[config.mk]
export PLATFORM = sky130hd
export DESIGN_NAME = ram_loader
export DESIGN_NICKNAME = d
export VERILOG_FILES = /design/src/rtl/ram_loader_pkg.sv /design/src/rtl/ram_loader_timeout.sv /design/src/rtl/ram_loader.sv
export SDC_FILE = /design/constraint.sdc
export NUM_CORES = 1
export LEC_CHECK = 0
export BUFFER_PORTS_ARGS = -buffer_cell sky130_fd_sc_hd__buf_2
export CELL_PAD_IN_SITES_DETAIL_PLACEMENT = 0
export CELL_PAD_IN_SITES_GLOBAL_PLACEMENT = 1
export CORE_MARGIN = 5
export CORE_UTILIZATION = 30
export DETAILED_ROUTE_END_ITERATION = 10
export GPL_TIMING_DRIVEN = 0
export PLACE_DENSITY = 0.63
export SLEW_MARGIN = 20
export SYNTH_ARGS = -nofsm -noshare
export SYNTH_HDL_FRONTEND = slang
export SYNTH_SLANG_ARGS = --single-unit
export TNS_END_PERCENT = 100
[constraint.sdc]
create_clock -name clock -period 3.9 [get_ports clock]
set_clock_uncertainty 0.15 [all_clocks]
set_input_delay 0.78 -clock clock [delete_from_list [all_inputs] [get_ports clock]]
set_output_delay 0.78 -clock clock [all_outputs]
set_load 0.005 [all_outputs]
[src/rtl/ram_loader_pkg.sv]
// Shared types and constants for the boot-time RAM loader.
package ram_loader_pkg;

  localparam int BYTE_W         = 8;
  localparam int BYTES_PER_WORD = 2;
  localparam int LEN_W          = 16;
  localparam logic [BYTE_W-1:0] CHK_INIT = 8'h00;

  // Frame parser states.
  typedef enum logic [2:0] {
    S_IDLE    = 3'd0,
    S_LEN_HI  = 3'd1,
    S_LEN_LO  = 3'd2,
    S_DATA_HI = 3'd3,
    S_DATA_LO = 3'd4,
    S_CHECK   = 3'd5,
    S_DONE    = 3'd6,
    S_ERR     = 3'd7
  } state_t;

  // A load is in progress in every state except the three resting ones.
  function automatic logic state_busy(input state_t s);
    return !(s inside {S_IDLE, S_DONE, S_ERR});
  endfunction

endpackage

[src/rtl/ram_loader_timeout.sv]
// Loadable up-counter with clear/enable; flags expiry once LIMIT is reached
// and saturates there.
module ram_loader_timeout #(
  parameter int WIDTH = 20,
  parameter int LIMIT = 1000000
) (
  input  logic             clock,
  input  logic             reset,
  input  logic             clr,
  input  logic             en,
  input  logic             load,
  input  logic [WIDTH-1:0] load_val,
  output logic             expired
);

  localparam logic [WIDTH-1:0] LIM = WIDTH'(LIMIT);

  logic [WIDTH-1:0] cnt_q, cnt_d;

  assign expired = (cnt_q >= LIM);

  // Next count: clear wins over load, load over increment.
  always_comb begin
    cnt_d = cnt_q;
    if (clr)                  cnt_d = '0;
    else if (load)            cnt_d = load_val;
    else if (en && !expired)  cnt_d = cnt_q + WIDTH'(1);
  end

  // Counter register.
  always_ff @(posedge clock or posedge reset) begin
    if (reset) cnt_q <= '0;
    else       cnt_q <= cnt_d;
  end

endmodule

[src/rtl/ram_loader.sv]
// Boot loader: frames a byte stream into 16-bit big-endian words, writes them
// to RAM from BASE_ADDR, verifies an XOR checksum and holds the CPU meanwhile.
module ram_loader
  import ram_loader_pkg::*;
#(
  parameter int ADDR_W    = 15,
  parameter int DATA_W    = 16,
  parameter int BASE_ADDR = 0,
  parameter int TIMEOUT   = 1000000
) (
  input  logic              clock,
  input  logic              reset,
  input  logic              start,
  input  logic [7:0]        rx_data,
  input  logic              rx_valid,
  output logic [ADDR_W-1:0] ram_address,
  output logic [DATA_W-1:0] ram_in,
  output logic              ram_load,
  output logic              cpu_hold,
  output logic              busy,
  output logic              done,
  output logic              error
);

  localparam int          TO_W = $clog2(TIMEOUT + 1);
  // Words that fit between BASE_ADDR and the top of RAM.
  localparam logic [31:0] CAP  = 32'((1 << ADDR_W) - BASE_ADDR);

  state_t              state_q, state_d;
  logic [LEN_W-1:0]    len_q, len_d;
  logic [LEN_W-1:0]    idx_q, idx_d;
  logic [BYTE_W-1:0]   hi_q, hi_d;
  logic [BYTE_W-1:0]   chk_q, chk_d;
  logic [ADDR_W-1:0]   ram_address_q, ram_address_d;
  logic [DATA_W-1:0]   ram_in_q, ram_in_d;
  logic                ram_load_q, ram_load_d;

  logic                start_go, byte_go, expired;
  logic [LEN_W-1:0]    len_word, idx_nxt;

  assign busy        = state_busy(state_q);
  assign cpu_hold    = busy;
  assign done        = (state_q == S_DONE);
  assign error       = (state_q == S_ERR);
  assign ram_address = ram_address_q;
  assign ram_in      = ram_in_q;
  assign ram_load    = ram_load_q;

  assign start_go = start && !busy;
  assign byte_go  = rx_valid && busy;
  assign len_word = {len_q[LEN_W-1:BYTE_W], rx_data};
  assign idx_nxt  = idx_q + LEN_W'(1);

  // Inter-byte gap watchdog: restarted by start and by every accepted byte.
  ram_loader_timeout #(.WIDTH(TO_W), .LIMIT(TIMEOUT)) u_timeout (
    .clock    (clock),
    .reset    (reset),
    .clr      (start_go || byte_go),
    .en       (busy),
    .load     (1'b0),
    .load_val ('0),
    .expired  (expired)
  );

  // Frame parser next-state and RAM write port.
  always_comb begin
    state_d       = state_q;
    len_d         = len_q;
    idx_d         = idx_q;
    hi_d          = hi_q;
    chk_d         = chk_q;
    ram_address_d = ram_address_q;
    ram_in_d      = ram_in_q;
    ram_load_d    = 1'b0;
    if (byte_go) chk_d = chk_q ^ rx_data;
    unique case (state_q)
      S_IDLE, S_DONE, S_ERR: begin
        if (start) begin
          state_d = S_LEN_HI;
          chk_d   = CHK_INIT;
          idx_d   = '0;
        end
      end
      S_LEN_HI: if (rx_valid) begin
        len_d   = {rx_data, len_q[BYTE_W-1:0]};
        state_d = S_LEN_LO;
      end
      S_LEN_LO: if (rx_valid) begin
        len_d = len_word;
        if (len_word == '0)              state_d = S_CHECK;
        else if (32'(len_word) > CAP)    state_d = S_ERR;
        else                             state_d = S_DATA_HI;
      end
      S_DATA_HI: if (rx_valid) begin
        hi_d    = rx_data;
        state_d = S_DATA_LO;
      end
      S_DATA_LO: if (rx_valid) begin
        ram_in_d      = DATA_W'({hi_q, rx_data});
        ram_address_d = ADDR_W'(BASE_ADDR) + ADDR_W'(idx_q);
        ram_load_d    = 1'b1;
        idx_d         = idx_nxt;
        state_d       = (idx_nxt == len_q) ? S_CHECK : S_DATA_HI;
      end
      S_CHECK: if (rx_valid) begin
        state_d = (rx_data == chk_q) ? S_DONE : S_ERR;
      end
      default: state_d = S_IDLE;
    endcase
    // A byte landing on the expiry cycle wins, so a word is never half-written.
    if (busy && !rx_valid && expired) begin
      state_d    = S_ERR;
      ram_load_d = 1'b0;
    end
  end

  // State and datapath registers.
  always_ff @(posedge clock or posedge reset) begin
    if (reset) begin
      state_q       <= S_IDLE;
      len_q         <= '0;
      idx_q         <= '0;
      hi_q          <= '0;
      chk_q         <= CHK_INIT;
      ram_address_q <= '0;
      ram_in_q      <= '0;
      ram_load_q    <= 1'b0;
    end else begin
      state_q       <= state_d;
      len_q         <= len_d;
      idx_q         <= idx_d;
      hi_q          <= hi_d;
      chk_q         <= chk_d;
      ram_address_q <= ram_address_d;
      ram_in_q      <= ram_in_d;
      ram_load_q    <= ram_load_d;
    end
  end

endmodule
Word-level counts from Yosys, hierarchy flattened:

Index checks and enable logic that the tools add are counted.

* flip-flop bits (word level): 103
* bits of input ports: 12
* output and inout port bits: 36
* word-level logic and storage cells: 81

* $add $sub $neg: 2
* magnitude comparators: 2
* eq/ne operators: 17
* multiplexer cells: 26
* bitwise operators: 3
* reductions and logical operators: 21

Operator list (number)
* $pmux W16 S2: 2
* $mux W16: 3
* $mux W20: 2
* $mux W8: 4
* $mux W3: 10
* $add A20 B1 Y20 const B: 1
* $ge A20 B20 Y1 const B: 1
* $ne A3 B3 Y1 const B: 6
* $pmux W3 S6: 1
* $add A16 B1 Y16 const B: 1
* $eq A16 B16 Y1: 1
* $gt A16 B16 Y1 const B: 1
* $logic_not A16 Y1: 1
* $eq A3 B3 Y1 const B: 4
* $reduce_and A3 Y1: 3
* $eq A8 B8 Y1: 1
* $xor A8 B8 Y8: 1
* $eq A3 B2 Y1 const B: 2
* $reduce_and A6 Y1: 1
* $logic_and A1 B1 Y1: 5
* $mux W1: 4
* $ne A2 B2 Y1 const B: 2
* $reduce_and A2 Y1: 2
* $reduce_bool A2 Y1: 2
* other kinds (7): 10

Longest topological paths before layout:

* depth after elaboration: 7
* gate-level depth with buffers: 8
* mapped depth without buffers: 7

By module:

Synthesis repeated with hierarchy kept, for this count alone.

* cell total of the unflattened synthesis: 584
* area total of the unflattened synthesis: 5602.9 um2

By module, submodules not included
* ram_loader: times used 1, cells an instance 436, area an instance 4174.0 um2, seq. area each 2077.0 um2
* ram_loader_timeout: times used 1, cells an instance 148, area an instance 1428.9 um2, seq. area each 500.5 um2

Worst setup path after synthesis:

No wires, ideal clock.

* kind: register to output
* start point: reg state_q[2]
* end point: out cpu_hold
* arrival: 1.401 ns
* required time: 2.970 ns
* path slack: 1.569 ns
* cell stages (with the launch flop): 7
* buffers on the path: 3
* cell sequence: dfrtp_1 > buf_6 > or3_4 > nand2_1 > clkbuf_1 > inv_1 > buf_4

* word-level cells in the longest chain between the ends: 3
* elaborated cells on any way between the ends: 5
* classes of those cells: eq/ne (2); reduce/logical (3)

RTL lines
* start, declared: RTL line ram_loader.sv:29 `state_t state_q, state_d;`
* start signal, assigned: RTL line ram_loader.sv:129 `state_q <= state_d;`
* $eq A3 B3 Y1 / $logic_not A3 Y1 (equally long branches): RTL line ram_loader_pkg.sv:23 `return !(s inside {S_IDLE, S_DONE, S_ERR});`
* $reduce_bool A3 Y1 *: RTL line ram_loader_pkg.sv:23
* $logic_not A1 Y1 *: RTL line ram_loader_pkg.sv:23
* end, declared: RTL line ram_loader.sv:19 `output logic cpu_hold,`

Mark *: on every way between the ends. The rest lies on a longest branch, timed or not.

Worst setup path after layout:

* start point: reg state_q[1]
* end point: out cpu_hold

Same word-level chain as after synthesis.

==> reports/metrics.yaml <==
finish:
  area_growth_pct: 16.2
  fin_nets: 639
  layout_commonest_cell: "nand2_1"
  drive_above_1_share: 0.170
  layout_common_cells: "nand2_1 (140), dfrtp_1 (103), buf_2 (55), o21ai_0 (40), nor2_1 (39)"
  n_antenna_cell: 0
  nFillCells: 1770
  fin_cells: 854
  fin_util: 0.355
grt:
  overflow: 0
  grt_usage: 0.136
  antenna_found_initial: 0
  grt_pass1_vias: 4128
  grt_max_degree: 68
  grt_pass1_wl_um: 22100
yosys:
  synth_area_um2: 5260
  synth_warnings: 0
  synth-seq-cells: 103
  async_reset_ff_frac: 1.00
  netlist_instances: 565
  yosysUniqueCellTypes: 55
  ys.flop_type: "dfrtp_1"
  ys_seq_area_frac: 0.490
  synth_edf_count: 0
  syn_nets: 580
  avgSynthCellArea_um2: 9.31
clock_network:
  root_buffer: "clkbuf_16"
  clock_latency_ps: 350
  clock-sinks: 103
  post_cts_buffers: 0
  cts.reportedPaths.clkPinSlew_ps: 80
  cts_buffers: 9
  cts_resized: 0
  cts_buffer_depth: 2
  cts_tree: "done"
  cts_hold_buf: 0
  htree_levels: 3
floorplan:
  rows: 48
  core-area_um2: 17200
  die_w_um: 142
  pin_count: 48
  die_area_um2: 20300
  die_y_um: 142
  start_util: 0.305
critical_path:
  worstSetupStartpointType: "register"
  cpLargestDelayFamily: "buffers and inverters"
  cp.required_ps: 2970
  cp_max_fo: 10
  critical_path_class: "register to output port"
  cp.buffers_inverters: 5
  cp_slowest_cell: "or3_4"
  slowest_delay_ps: 400
  path_cells: "clkbuf_2 -> or3_4 -> nand2_1 -> clkbuf_1 -> inv_1 -> buf_4 -> buf_2"
  cp.arrival_ps: 2150
  critPathCaptureType: "output port"
pwr:
  p_leak_nw: 2.82
  pwr-share-comb: 0.315
  ir_drop_mv: 0.274
  pwr-share-seq: 0.430
  switching_share: 0.347
  p_int_mw: 2.38
  p_sw_mw: 1.27
  clock_power_share: 0.255
  power_density_nw_per_um2: 597
routing:
  wl_per_cell_um: 15.3
  wirelength_um: 13100
  postRouteAntennaNets: 0
  via_per_inst: 4.89
  vias: 4172
  drtPass1Iterations: 4
  drcViolationCount: 0
  dr.first_iter.drc_count: 299
min_path:
  hold_class: "input pin to async pin"
sta:
  hold_viol_final: 0
  worst_slew_pin_slew_ps: 696
  tns_ps: 0
  slew_violations: 0
  min_period_over_period: 0.790
  setup_viol_count_final: 0
  timing.fmax_mhz: 325
  fin_crit_ps: 3080
  rsz0062_at_grt: "no"
  slew_headroom: 0.533
outcome:
  status: "finished, final reports clean"
place:
  place_congestion: 0.787
  place_inst: 838
  io_buffers: 47
  dpl.hpwl_um: 9270
run:
  max_cap_viol_count: 0
==> layer usage <==
| layer | GRT usage | part of all wire |
|---|---|---|
| met5 | 0 | 0 |
| met4 | 0.0375 | 0.013 |
| met2 | 0.222 | 0.48 |
| met1 | 0.184 | 0.48 |
| met3 | 0.0259 | 0.031 |
==> sequential cells by signal, summed over array words and instances (netlist names) <==
register	cells
chk_q	8
hi_q	8
state_q	3
len_q	16
ram_load	1
idx_q	16
ram_in	16
u_timeout.cnt_q	20
ram_address	15
==> layout make-up <==
type / count / area (um2) / area share
Sequential cell: 103 / 2580 / 0.421
Multi-Input combinational cell: 421 / 2500 / 0.409
Tap cell: 225 / 282 / 0.0460
Timing Repair Buffer: 48 / 263 / 0.0430
Clock buffer: 9 / 225 / 0.0368
Buffer: 30 / 139 / 0.0227
Clock inverter: 7 / 80.1 / 0.0131
Inverter: 11 / 46.3 / 0.00757
==> worst reg2reg max path, stage by stage (launching register included) <==
cell and delay (ps):
dfrtp_1 320, clkbuf_1 310, nand3_1 220, nor4_1 610, xnor2_1 210, o311a_1 210, o2111ai_1 180, o31a_1 340
==> power groups by stage <==
stage | Sequential, mW | Clock (mW) | Combinational [mW]
global route | 1.61 | 1.00 | 1.31
finish | 1.57 | 0.931 | 1.15
CTS | 1.57 | 0.961 | 1.18
global placement | 1.58 | 0 | 1.14
detailed placement | 1.59 | 0 | 1.17
floorplan | 1.55 | 0 | 0.820
==> metrics by stage <==
step           cell area [um2]  total power [mW]  setup slack, ps  hold slack, ps
6_report                  6120              3.65              819             256
5_1_grt                   6120              3.92              675             277
4_1_cts                   6120              3.71              790             262
3_5_place_dp              5810              2.76              912             303
3_3_place_gp              5780              2.72             -980             302
2_1_floorplan             5260              2.37              266             283
==> worst paths after layout <==
kind / from / endpoint / slack (ps) / depth (start not counted)
max reg2reg: idx_q[10] / state_q[1] / 1240 / 7
max: state_q[1] / cpu_hold / 820 / 7
max in group asynchronous: reset / idx_q[13] / 2680 / 3
min reg2reg: hi_q[5] / ram_in[13] / 320 / 2
min: reset / ram_in[7] / 260 / 2
min in group clock: hi_q[5] / ram_in[13] / 320 / 2
==> kinds of logic after synthesis <==
| family | synth area share |
|---|---|
| adder cells (fa/ha/maj) | 0.00714 |
| AO/OA/AOI/OAI | 0.104 |
| AND/OR/NAND/NOR | 0.222 |
| XOR/XNOR | 0.0899 |
| flip-flops | 0.490 |
| multiplexers | 0.0530 |
| buffers and inverters | 0.0342 |
==> synth_stat cells (6+ instances only) <==
master,instances,share of area
inv_1,11,0.0078
xnor2_1,22,0.037
xor2_1,32,0.053
nand3_1,19,0.018
clkbuf_1,14,0.010
mux2_2,23,0.049
nand4_1,13,0.015
a21oi_1,10,0.0095
and3_1,10,0.012
nor2_1,39,0.028
nand2_1,140,0.10
nor4_1,6,0.0071
dfrtp_1,103,0.49
o21ai_0,40,0.038
o31ai_1,7,0.010
buf_2,8,0.0076
(Power assumes the default switching activity.)
